--- src/rtl/trap_unit.sv ---
// Machine-mode trap controller: M-mode CSR file, exception/interrupt arbitration, trap entry and mret sequencing.
// Define TRAP_UNIT_COUNTERS_EN to add the 64-bit mcycle/minstret counters.
module trap_unit #(
  parameter int          NUM_IRQ     = 4,
  parameter logic [31:0] RESET_MTVEC = 32'h0000_0000
) (
  input  logic               clk,
  input  logic               rst,
  input  logic [NUM_IRQ-1:0] irq,
  input  logic               inst_valid,
  input  logic               csr_rw,
  input  logic [1:0]         csr_wsc_mode,
  input  logic               csr_w_imm_mux,
  input  logic [11:0]        csr_addr,
  input  logic [31:0]        csr_w_data_reg,
  input  logic [4:0]         csr_w_data_imm,
  output logic [31:0]        csr_r_data,
  output logic               csr_illegal,
  input  logic               illegal_inst,
  input  logic               ecall_m,
  input  logic               l_access_fault,
  input  logic               s_access_fault,
  input  logic               mret,
  input  logic [31:0]        fault_addr,
  input  logic [31:0]        inst_ill,
  input  logic [31:0]        epc_cur,
  input  logic [31:0]        epc_next,
  output logic [31:0]        PC_redirect,
  output logic               redirect_mux,
  output logic               reg_FD_flush,
  output logic               reg_DE_flush,
  output logic               reg_EM_flush,
  output logic               reg_MW_flush,
  output logic               RegWrite_cancel
);

  localparam logic [31:0] MIE_MASK = (((32'h1 << NUM_IRQ) - 32'h1) << 16) | 32'h0000_0800;

  typedef enum logic [1:0] {IDLE, TRAP, RET} state_t;

  state_t      state;
  logic        mstatus_mie;
  logic        mstatus_mpie;
  logic [31:0] mie_r;
  logic [31:0] mip_r;
  logic [31:0] mtvec_r;
  logic [31:0] mepc_r;
  logic [31:0] mcause_r;
  logic [31:0] mtval_r;
  logic [31:0] mscratch_r;

`ifdef TRAP_UNIT_COUNTERS_EN
  logic [63:0] mcycle_r;
  logic [63:0] minstret_r;
`endif

  logic [31:0] mstatus_rd;
  logic [31:0] csr_old;
  logic        csr_hit;
  logic [31:0] csr_operand;
  logic        csr_do_write;
  logic [31:0] csr_wdata;
  logic        csr_we;
  logic        exc_any;
  logic [31:0] exc_cause;
  logic [31:0] exc_tval;
  logic [31:0] pending;
  logic        irq_hit;
  logic [4:0]  irq_idx;
  logic [31:0] irq_code;
  logic        int_any;
  logic        trap_take;
  logic        mret_take;
  logic [31:0] trap_cause;
  logic [31:0] trap_tval;
  logic [31:0] trap_epc;
  logic [31:0] mtvec_base;
  logic [31:0] trap_target;
  logic [31:0] mip_next;

  assign mstatus_rd = 32'h0000_1800 | (32'(mstatus_mpie) << 7) | (32'(mstatus_mie) << 3);
  assign mip_next   = 32'(irq) << 16;

  always_comb begin
    csr_hit = 1'b1;
    csr_old = 32'h0;
    case (csr_addr)
      12'h300: csr_old = mstatus_rd;
      12'h304: csr_old = mie_r;
      12'h305: csr_old = mtvec_r;
      12'h340: csr_old = mscratch_r;
      12'h341: csr_old = mepc_r;
      12'h342: csr_old = mcause_r;
      12'h343: csr_old = mtval_r;
      12'h344: csr_old = mip_r;
`ifdef TRAP_UNIT_COUNTERS_EN
      12'hB00: csr_old = mcycle_r[31:0];
      12'hB80: csr_old = mcycle_r[63:32];
      12'hB02: csr_old = minstret_r[31:0];
      12'hB82: csr_old = minstret_r[63:32];
`endif
      default: csr_hit = 1'b0;
    endcase
  end

  // Set/clear with a zero operand index is a pure read.
  always_comb begin
    csr_operand  = csr_w_imm_mux ? {27'h0, csr_w_data_imm} : csr_w_data_reg;
    csr_do_write = (csr_wsc_mode == 2'b01) || (csr_wsc_mode[1] && (csr_w_data_imm != 5'd0));
    case (csr_wsc_mode)
      2'b01:   csr_wdata = csr_operand;
      2'b10:   csr_wdata = csr_old | csr_operand;
      2'b11:   csr_wdata = csr_old & ~csr_operand;
      default: csr_wdata = csr_old;
    endcase
  end

  always_comb begin
    exc_any   = inst_valid & (illegal_inst | ecall_m | l_access_fault | s_access_fault |
                              (csr_rw & ~csr_hit));
    exc_cause = 32'd0;
    exc_tval  = 32'h0;
    if (illegal_inst || (csr_rw && !csr_hit)) begin
      exc_cause = 32'd2;
      exc_tval  = inst_ill;
    end else if (ecall_m) begin
      exc_cause = 32'd11;
    end else if (l_access_fault) begin
      exc_cause = 32'd5;
      exc_tval  = fault_addr;
    end else if (s_access_fault) begin
      exc_cause = 32'd7;
      exc_tval  = fault_addr;
    end
  end

  // Scan from the top so the lowest pending line is the one left standing.
  always_comb begin
    pending = mip_r & mie_r;
    irq_hit = 1'b0;
    irq_idx = 5'd0;
    for (int i = NUM_IRQ - 1; i >= 0; i--) begin
      if (pending[16+i]) begin
        irq_hit = 1'b1;
        irq_idx = 5'(i);
      end
    end
  end

  always_comb begin
    irq_code    = 32'd16 + 32'(irq_idx);
    int_any     = mstatus_mie & irq_hit & inst_valid & ~exc_any;
    trap_take   = ~rst & (state == IDLE) & (exc_any | int_any);
    mret_take   = ~rst & (state == IDLE) & inst_valid & mret & ~(exc_any | int_any);
    trap_cause  = exc_any ? exc_cause : {1'b1, irq_code[30:0]};
    trap_tval   = exc_any ? exc_tval : 32'h0;
    trap_epc    = exc_any ? epc_cur : epc_next;
    mtvec_base  = {mtvec_r[31:2], 2'b00};
    trap_target = ((mtvec_r[1:0] == 2'b01) && !exc_any) ? mtvec_base + (irq_code << 2) : mtvec_base;
    csr_we      = (state == IDLE) & inst_valid & csr_rw & csr_hit & csr_do_write & ~trap_take;
  end

  always_comb begin
    redirect_mux    = trap_take | mret_take;
    PC_redirect     = trap_take ? trap_target : (mret_take ? mepc_r : 32'h0);
    reg_FD_flush    = trap_take | mret_take;
    reg_DE_flush    = trap_take | mret_take;
    reg_EM_flush    = trap_take | mret_take;
    reg_MW_flush    = trap_take;
    RegWrite_cancel = trap_take & exc_any;
    csr_r_data      = rst ? 32'h0 : csr_old;
    csr_illegal     = ~rst & csr_rw & ~csr_hit;
  end

  // State and CSR update: trap entry beats mret, which beats a software write.
  always_ff @(posedge clk) begin
    if (rst) begin
      state        <= IDLE;
      mstatus_mie  <= 1'b0;
      mstatus_mpie <= 1'b0;
      mie_r        <= 32'h0;
      mip_r        <= 32'h0;
      mtvec_r      <= RESET_MTVEC;
      mepc_r       <= 32'h0;
      mcause_r     <= 32'h0;
      mtval_r      <= 32'h0;
      mscratch_r   <= 32'h0;
    end else begin
      mip_r <= mip_next;
      case (state)
        IDLE:    if (trap_take) state <= TRAP;
                 else if (mret_take) state <= RET;
        default: state <= IDLE;
      endcase
      if (trap_take) begin
        mepc_r       <= trap_epc & ~32'h3;
        mcause_r     <= trap_cause;
        mtval_r      <= trap_tval;
        mstatus_mpie <= mstatus_mie;
        mstatus_mie  <= 1'b0;
      end else if (mret_take) begin
        mstatus_mie  <= mstatus_mpie;
        mstatus_mpie <= 1'b1;
      end else if (csr_we) begin
        case (csr_addr)
          12'h300: begin
            mstatus_mie  <= csr_wdata[3];
            mstatus_mpie <= csr_wdata[7];
          end
          12'h304: mie_r      <= csr_wdata & MIE_MASK;
          12'h305: mtvec_r    <= csr_wdata[1] ? {csr_wdata[31:2], mtvec_r[1:0]} : csr_wdata;
          12'h340: mscratch_r <= csr_wdata;
          12'h341: mepc_r     <= csr_wdata & ~32'h3;
          12'h342: mcause_r   <= csr_wdata;
          12'h343: mtval_r    <= csr_wdata;
          default: ;
        endcase
      end
    end
  end

`ifdef TRAP_UNIT_COUNTERS_EN
  always_ff @(posedge clk) begin
    if (rst) begin
      mcycle_r   <= 64'h0;
      minstret_r <= 64'h0;
    end else begin
      if (csr_we && csr_addr == 12'hB00)      mcycle_r <= {mcycle_r[63:32], csr_wdata};
      else if (csr_we && csr_addr == 12'hB80) mcycle_r <= {csr_wdata, mcycle_r[31:0]};
      else                                    mcycle_r <= mcycle_r + 64'd1;
      if (csr_we && csr_addr == 12'hB02)      minstret_r <= {minstret_r[63:32], csr_wdata};
      else if (csr_we && csr_addr == 12'hB82) minstret_r <= {csr_wdata, minstret_r[31:0]};
      else if (inst_valid && !RegWrite_cancel && state == IDLE)
        minstret_r <= minstret_r + 64'd1;
    end
  end
`endif

endmodule

--- config.mk ---
export PLATFORM = sky130hd
export DESIGN_NAME = trap_unit
export DESIGN_NICKNAME = d
export VERILOG_FILES = /design/src/rtl/trap_unit.sv
export SDC_FILE = /design/constraint.sdc
export NUM_CORES = 1
export LEC_CHECK = 0
export BUFFER_PORTS_ARGS = -buffer_cell sky130_fd_sc_hd__buf_2
export CORE_MARGIN = 3
export CORE_UTILIZATION = 35
export CTS_BUF_LIST = sky130_fd_sc_hd__clkbuf_8
export CTS_CLUSTER_DIAMETER = 120
export DETAILED_ROUTE_END_ITERATION = 6
export GPL_TIMING_DRIVEN = 1
export PLACE_DENSITY = 0.57
export SLEW_MARGIN = 0
export SYNTH_ARGS = -nofsm -noshare
export SYNTH_HDL_FRONTEND = slang
export SYNTH_SLANG_ARGS = --single-unit
--- constraint.sdc ---
create_clock -name clk -period 6.5 [get_ports clk]
set_clock_uncertainty 0.05 [all_clocks]
set_input_delay 0.65 -clock clk [delete_from_list [all_inputs] [get_ports clk]]
set_output_delay 0.65 -clock clk [all_outputs]
set_load 0.05 [all_outputs]
==> flow_summary.toml, run 1 <==
[drt]
drt_iter0_markers = 1055
vias = 11400
vias_per_cell = 5.78
wl_um = 43800
routedWlPerCell_um = 22.3
ant_nets = 0
dr.pass1.iters = 6
drc = 0

[placed_design]
dpl.hpwl_um = 30500
port_buffers = 257
place_inst = 1937
place.gp.congestion = 0.868

[clock_tree]
cts_tree = "done"
clk_latency_ns = 0.46
clockBufferDepth = 2
clkTransAtPathRegs_ns = 0.11
cts_sinks = 170
clockRootBuffer = "clkbuf_8"
postCtsSetupRepairBufs = 0
h-tree-depth = 4
cts-buffers-inserted = 17
cts_resized = 0
postCtsHoldBufs = 0

[floorplan]
start_util = 0.360
dieArea_um2 = 33100
die_y_um = 182
core-area_um2 = 30000
ios = 264
die_x_um = 182
num_rows = 63

[yosys]
synthSimpleGateAreaFrac = 0.257
syn_avg_cell_area_um2 = 7.78
synthCells = 1392
synth_top_area_share = 0.314
synthXorXnorAreaFrac = 0.0429
synth_enable_flop_cells = 0
ys_seq_area_frac = 0.314
synth_top_family_by_area = "simple AND/OR/NAND/NOR gates"
synth_mux_area_frac = 0.0951
ys_warn_count = 0
synth_async_sr_flop_share = 0
yosysTopAreaCell = "dfxtp_1"
yosys-top-cells-area = "dfxtp_1 (31%), nand2_1 (9.1%), mux4_2 (6.2%)"
ys_types = 71
synth_compound_area_frac = 0.221
synthAdderAreaFrac = 0.00416
yosys_register_bits = 170
synthesis.area_um2 = 10800
synth_ff_type = "dfxtp_1"

[final_layout]
num_antenna_cells = 0
drive_above_1_share = 0.237
syn_to_final_growth_pct = 16.6
finalNetCount = 1762
final_util = 0.420
final_cells = 1969

[sta]
fmax_mhz = 213
fin_crit_sh = 0.723
setup_viol = 0
slew_headroom = 0.219
finalHoldViolations = 0
rsz0062_at_grt = "no"
timing.hold.ws_ns = 0.354
fin_crit_ns = 4.70
tightest_slew_ns = 1.17
finalSetupTns_ns = 0
maxSlewViolCount = 0

[global_routing]
grt_max_degree = 85
grt_overflow_total = 0
grtUsageTotal = 0.254
first_global_vias = 10800
antenna_found_initial = 0
grt_first_pass_wirelength_um = 65300

[pwr]
power_mw = 2.25
leakage_nw = 4.65
peakVddDrop_uv = 108
power.density_nw_per_um2 = 179

[critical_path]
cp_data_arrival_time_ns = 4.00
regToRegSetupSlack_ns = 2.78
worst-setup-path-type = "in2out"
r2r_cells = 9
cp-start-kind = "primary input"
worstSetupStartpoint = "csr_addr[1]"
worst-path-max-fanout = 26
endpoint_kind = "output port"
endpoint = "PC_redirect[21]"
required_ns = 5.80
timing.rr.start = "mip_r[16]$_SDFF_PP0_"
r2r_end = "mcause_r[29]$_SDFFE_PP0P_"

[min_path]
min_from = "irq[2]"
hold_path.class = "in2reg"

[run]
cap_violations = 0

[status]
outcome = "finished, final reports clean"
## per-layer routing
| metal | wire length [µm] | vias to the layer above | global-route usage |
|---|---|---|---|
| met5 | 61 | - | 0.0133 |
| met4 | 1130 | 2 | 0.0692 |
| met3 | 4000 | 65 | 0.0595 |
| met2 | 19900 | 545 | 0.402 |
| met1 | 18700 | 5430 | 0.348 |
| li1 | - | 5348 | - |
## state kept, by name, summed over array words and instances (netlist names)
signal / cells
mcause_r: 32
mepc_r: 30
mie_r: 5
mip_r: 4
mscratch_r: 32
mstatus_mie: 1
mstatus_mpie: 1
mtval_r: 32
mtvec_r: 31
state: 2
## through the flow
step / cell area (µm²) / setup WS, ns
3_5_place_dp: 12200 / 1.85
5_1_grt: 12600 / 1.64
3_3_place_gp: 12200 / 1.86
2_1_floorplan: 10800 / 2.54
4_1_cts: 12600 / 1.83
6_report: 12600 / 1.80
## synthesized netlist by cell type (6+ instances only)
cell and count:
nand2_1 262, dfxtp_1 170, nor2_1 151, a21oi_1 108
a22oi_1 60, buf_2 56, clkbuf_1 54, nand3_1 52
o21ai_0 44, xnor2_1 44, a211oi_1 38, nor2b_1 38
mux2i_1 32, mux4_2 30, a222oi_1 24, a32o_1 19
nor3_1 19, nor4_1 18, buf_4 17, inv_1 17
a21o_1 11, nand4_1 10, xor2_1 9, and2_1 7
nand2b_1 7, a311oi_1 6, and3_1 6, o221ai_1 6
## final cells by class
cell class	instances	area, µm²
Tap cell	390	488
Inverter	18	67.6
Fill cell	3153	17400
Clock inverter	14	145
Timing Repair Buffer	284	1500
Sequential cell	170	3400
Clock buffer	18	248
Multi-Input combinational cell	1075	6780
## report_power, final
part	internal, mW	switching (mW)
Sequential	1.07	0.0220
Clock	0.300	0.468
Combinational	0.149	0.242
## logic make-up (layout without fill, tap and decap cells)
kind of cell,Yosys count,after routing
mux,65,65
xor+xnor,53,53
other cells,1,2
buf+inv,148,334
compound gates,349,349
simple gates,603,603
flops,170,170
fa+ha+maj,3,3
## critical path: stages
cell	delay, ns
buf_2	0.49
nor2_1	0.21
o31a_2	0.39
a21bo_2	0.29
a21oi_4	0.74
buf_4	0.38
nor4b_1	0.10
xnor2_1	0.17
o21ai_0	0.24
buf_2	0.32
## placed cells by master (no fill, tap or decap), types with 6 or more instances in the layout
master / netlist / layout
nor2b_1: 38 / 38
and3_1: 6 / 6
xnor2_1: 44 / 44
nand2b_1: 7 / 7
a222oi_1: 24 / 24
a32o_1: 19 / 19
inv_1: 17 / 16
buf_2: 56 / 256
nor3_1: 19 / 16
xor2_1: 9 / 9
nand3_1: 52 / 52
a311oi_1: 6 / 6
nor2_1: 151 / 150
a211oi_1: 38 / 38
inv_8: 0 / 6
a21o_1: 11 / 11
a21oi_1: 108 / 108
nand2_1: 262 / 262
a22oi_1: 60 / 60
dfxtp_1: 170 / 170
nor4_1: 18 / 18
mux2i_1: 32 / 32
nand4_1: 10 / 10
o21ai_0: 44 / 43
buf_4: 17 / 27
and2_1: 7 / 7
clkbuf_8: 0 / 18
o221ai_1: 6 / 6
mux4_2: 30 / 30
## worst min path at each step
| stage | slack, ns | endpoint | cells after the start |
|---|---|---|---|
| 2_1_floorplan | 0.38 | mcause_r[5]$_SDFFE_PP0P_ | 2 |
| 3_3_place_gp | 0.38 | mcause_r[9]$_SDFFE_PP0P_ | 2 |
| 3_5_place_dp | 0.39 | mcause_r[5]$_SDFFE_PP0P_ | 2 |
| 4_1_cts | 0.33 | mip_r[16]$_SDFF_PP0_ | 2 |
| 5_1_grt | 0.33 | mip_r[16]$_SDFF_PP0_ | 2 |
| 6_report | 0.35 | mip_r[18]$_SDFF_PP0_ | 2 |
No activity file was read; power rests on OpenSTA's default activity.
==> run 2: changes to the inputs <==
ABC_AREA = 1   (was default)
PLACE_DENSITY = 0.58   (was 0.57)
clock period = 4.1 ns   (was 6.5 ns; I/O delays follow)
==> run 2 against run 1 <==
  * Utilization barely moved
  * Cell area grew 19%
  * Die area grew 18%
  * Critical path type is now reg2out
  * Critical endpoint is now PC_redirect[26]
  * Largest cell class unchanged
  * Highest routed layer unchanged
==> flow_summary.toml, run 2 <==
[clock_tree]
postCtsHoldBufs = 0
cts-buffers-inserted = 17
cts_sinks = 170
clkTransAtPathRegs_ns = 0.11
cts_tree = "done"
h-tree-depth = 4
clk_latency_ns = 0.50
clockRootBuffer = "clkbuf_8"
clockBufferDepth = 2

[final_layout]
mostFrequentLayoutCells = "nand2_1 (907), nor2_1 (457), inv_1 (283)"
final_cells = 3043
fillCellCount = 4018
design_area_um2 = 15100
finalNetCount = 2765
num_antenna_cells = 0
top_regs = "mcause_r x32, mscratch_r x32, mtval_r x32"
syn_to_final_growth_pct = 17.7
drive_above_1_share = 0.148
layout_commonest_cell = "nand2_1"

[floorplan]
start_util = 0.357
core-area_um2 = 35800
dieArea_um2 = 38900
num_rows = 69
ios = 264
die_x_um = 197
die_y_um = 197

[sta]
finalHoldViolations = 0
rsz0062_at_grt = "no"
fmax_mhz = 262
setup_viol = 0
fin_crit_ns = 3.82
fin_crit_sh = 0.931
tightest_slew_ns = 0.927
timing.hold.ws_ns = 0.104
maxSlewViolCount = 0
slew_headroom = 0.382
finalSetupTns_ns = 0

[placed_design]
place_inst = 3010
port_buffers = 257
place.gp.congestion = 0.947
dpl.hpwl_um = 38700
place_area_um2 = 14600

[drt]
wl_um = 52200
vias_per_cell = 4.92
drc = 0
drt_iter0_markers = 1494
ant_nets = 0
routedWlPerCell_um = 17.1
dr.pass1.iters = 6
vias = 15000

[critical_path]
cp-start-kind = "flip-flop"
critPathBufInv = 3
timing.rr.start = "state[1]$_SDFFE_PP0N_"
crit_slowest_cell = "a211oi_1"
path_cells = "nand2_1 > nand3_1 > a21boi_2 > ha_1 > inv_1 > fa_2 > inv_2 > nand3_2 > a211oi_1 > nand4_1 > xor2_1 > nand2_1 > o21ai_0 > nand2_1 > o21ai_0 > buf_12"
endpoint_kind = "output port"
worst-path-max-fanout = 3
regToRegSetupSlack_ns = 1.19
required_ns = 3.64
worstSetupStartpoint = "mip_r[18]$_SDFF_PP0_"
slowest_delay_ns = 0.38
crit_family = "compound AO/OA/AOI/OAI gates"
worst-setup-path-type = "reg2out"
crit_top_cell = "nand2_1"
cp_data_arrival_time_ns = 3.36

[global_routing]
grt_max_degree = 163
grtUsageTotal = 0.261
first_global_vias = 13600
antenna_found_initial = 1
grt_overflow_total = 0
grt_first_pass_wirelength_um = 78700

[yosys]
ys_types = 39
syn_avg_cell_area_um2 = 5.36
ys_warn_count = 0
synthesis.area_um2 = 12800
synth_ff_type = "dfxtp_1"
synthCells = 2388
yosys_register_bits = 170
synth_enable_flop_cells = 0
synth_top_area_share = 0.266
yosys-top-cells-area = "nand2_1 (27%), dfxtp_1 (27%), nor2_1 (13%)"
ys_seq_area_frac = 0.266
synth_async_sr_flop_share = 0
synth_most_common_cell = "nand2_1"
yosysTopAreaCell = "nand2_1"
synth_common_cells = "nand2_1 (908), nor2_1 (458), inv_1 (285)"

[pwr]
netSwitchingPower_mw = 1.24
pwr-share-clk = 0.351
power.density_nw_per_um2 = 238
sw_frac_of_total = 0.347
sequentialPowerShare = 0.471
pwr-share-comb = 0.178
power_mw = 3.59
peakVddDrop_uv = 196
leakage_nw = 8.75
intPower_mw = 2.34

[min_path]
hold_path.class = "in2reg"
min_from = "irq[2]"

[status]
outcome = "finished, final reports clean"

[run]
cap_violations = 0
-- run 2: per-layer routing --
layer	wire [µm]	share of wire	global-route usage	vias to the layer above
li1	-	-	-	7619
met4	1220	0.023	0.0702	2
met3	5140	0.099	0.0595	73
met5	12	0.00023	0	-
met2	21800	0.42	0.384	601
met1	24000	0.46	0.383	6681
-- run 2: power by group through the flow --
stage	Sequential [mW]	Clock [mW]	Combinational, mW
after floorplan	1.73	0	0.398
after global placement	1.73	0	0.624
after detailed placement	1.73	0	0.629
after CTS	1.69	1.27	0.632
after global routing	1.69	1.34	0.712
final	1.69	1.26	0.639
-- run 2: worst paths after layout --
kind / end / depth (start not counted)
max reg2reg: mtval_r[24]$_SDFFE_PP0P_ / 13
min reg2reg: mtvec_r[0]$_SDFFE_PP0P_ / 2
max: PC_redirect[26] / 16
min: mip_r[18]$_SDFF_PP0_ / 3
-- run 2: worst reg2reg max path: cells and delay by family (launching register included) --
kind | cells | cell delay, ns
buffers and inverters | 4 | 0.65
DFF | 1 | 0.32
and+or+nand+nor | 9 | 1.78
-- run 2: repair_timing --
action	4_1_cts	5_1_grt
resized for setup	0	15
buffers inserted	0	1
setup endpoints to repair	0	14
-- run 2: metrics by stage --
stage          setup slack, ns  utilization
5_1_grt                 0.0451        0.421
6_report                 0.281        0.421
2_1_floorplan            0.686            -
3_5_place_dp             0.590        0.408
3_3_place_gp             0.588        0.408
4_1_cts                 0.0246        0.419
-- run 2: cell type report --
class                   count  area [µm²]  area share
clock buffers              17         234      0.0155
clock inverters            15         175      0.0116
inverters                 298        1120      0.0744
multi-input cells        1788        7660       0.508
flip-flops and latches    170        3400       0.226
well taps                 461         577      0.0383
repair buffers            294        1900       0.126
-- run 2: cells by family (layout without fill, tap and decap cells) --
logic type | after synthesis | after routing | share of synthesized area
simple gates | 1506 | 1506 | 0.470
buf+inv | 431 | 624 | 0.139
compound gates | 262 | 262 | 0.111
flops | 170 | 170 | 0.266
xor+xnor | 14 | 14 | 0.00958
fa+ha+maj | 3 | 3 | 0.00352
other cells | 1 | 2 | 0.000293
mux | 1 | 1 | 0.000782
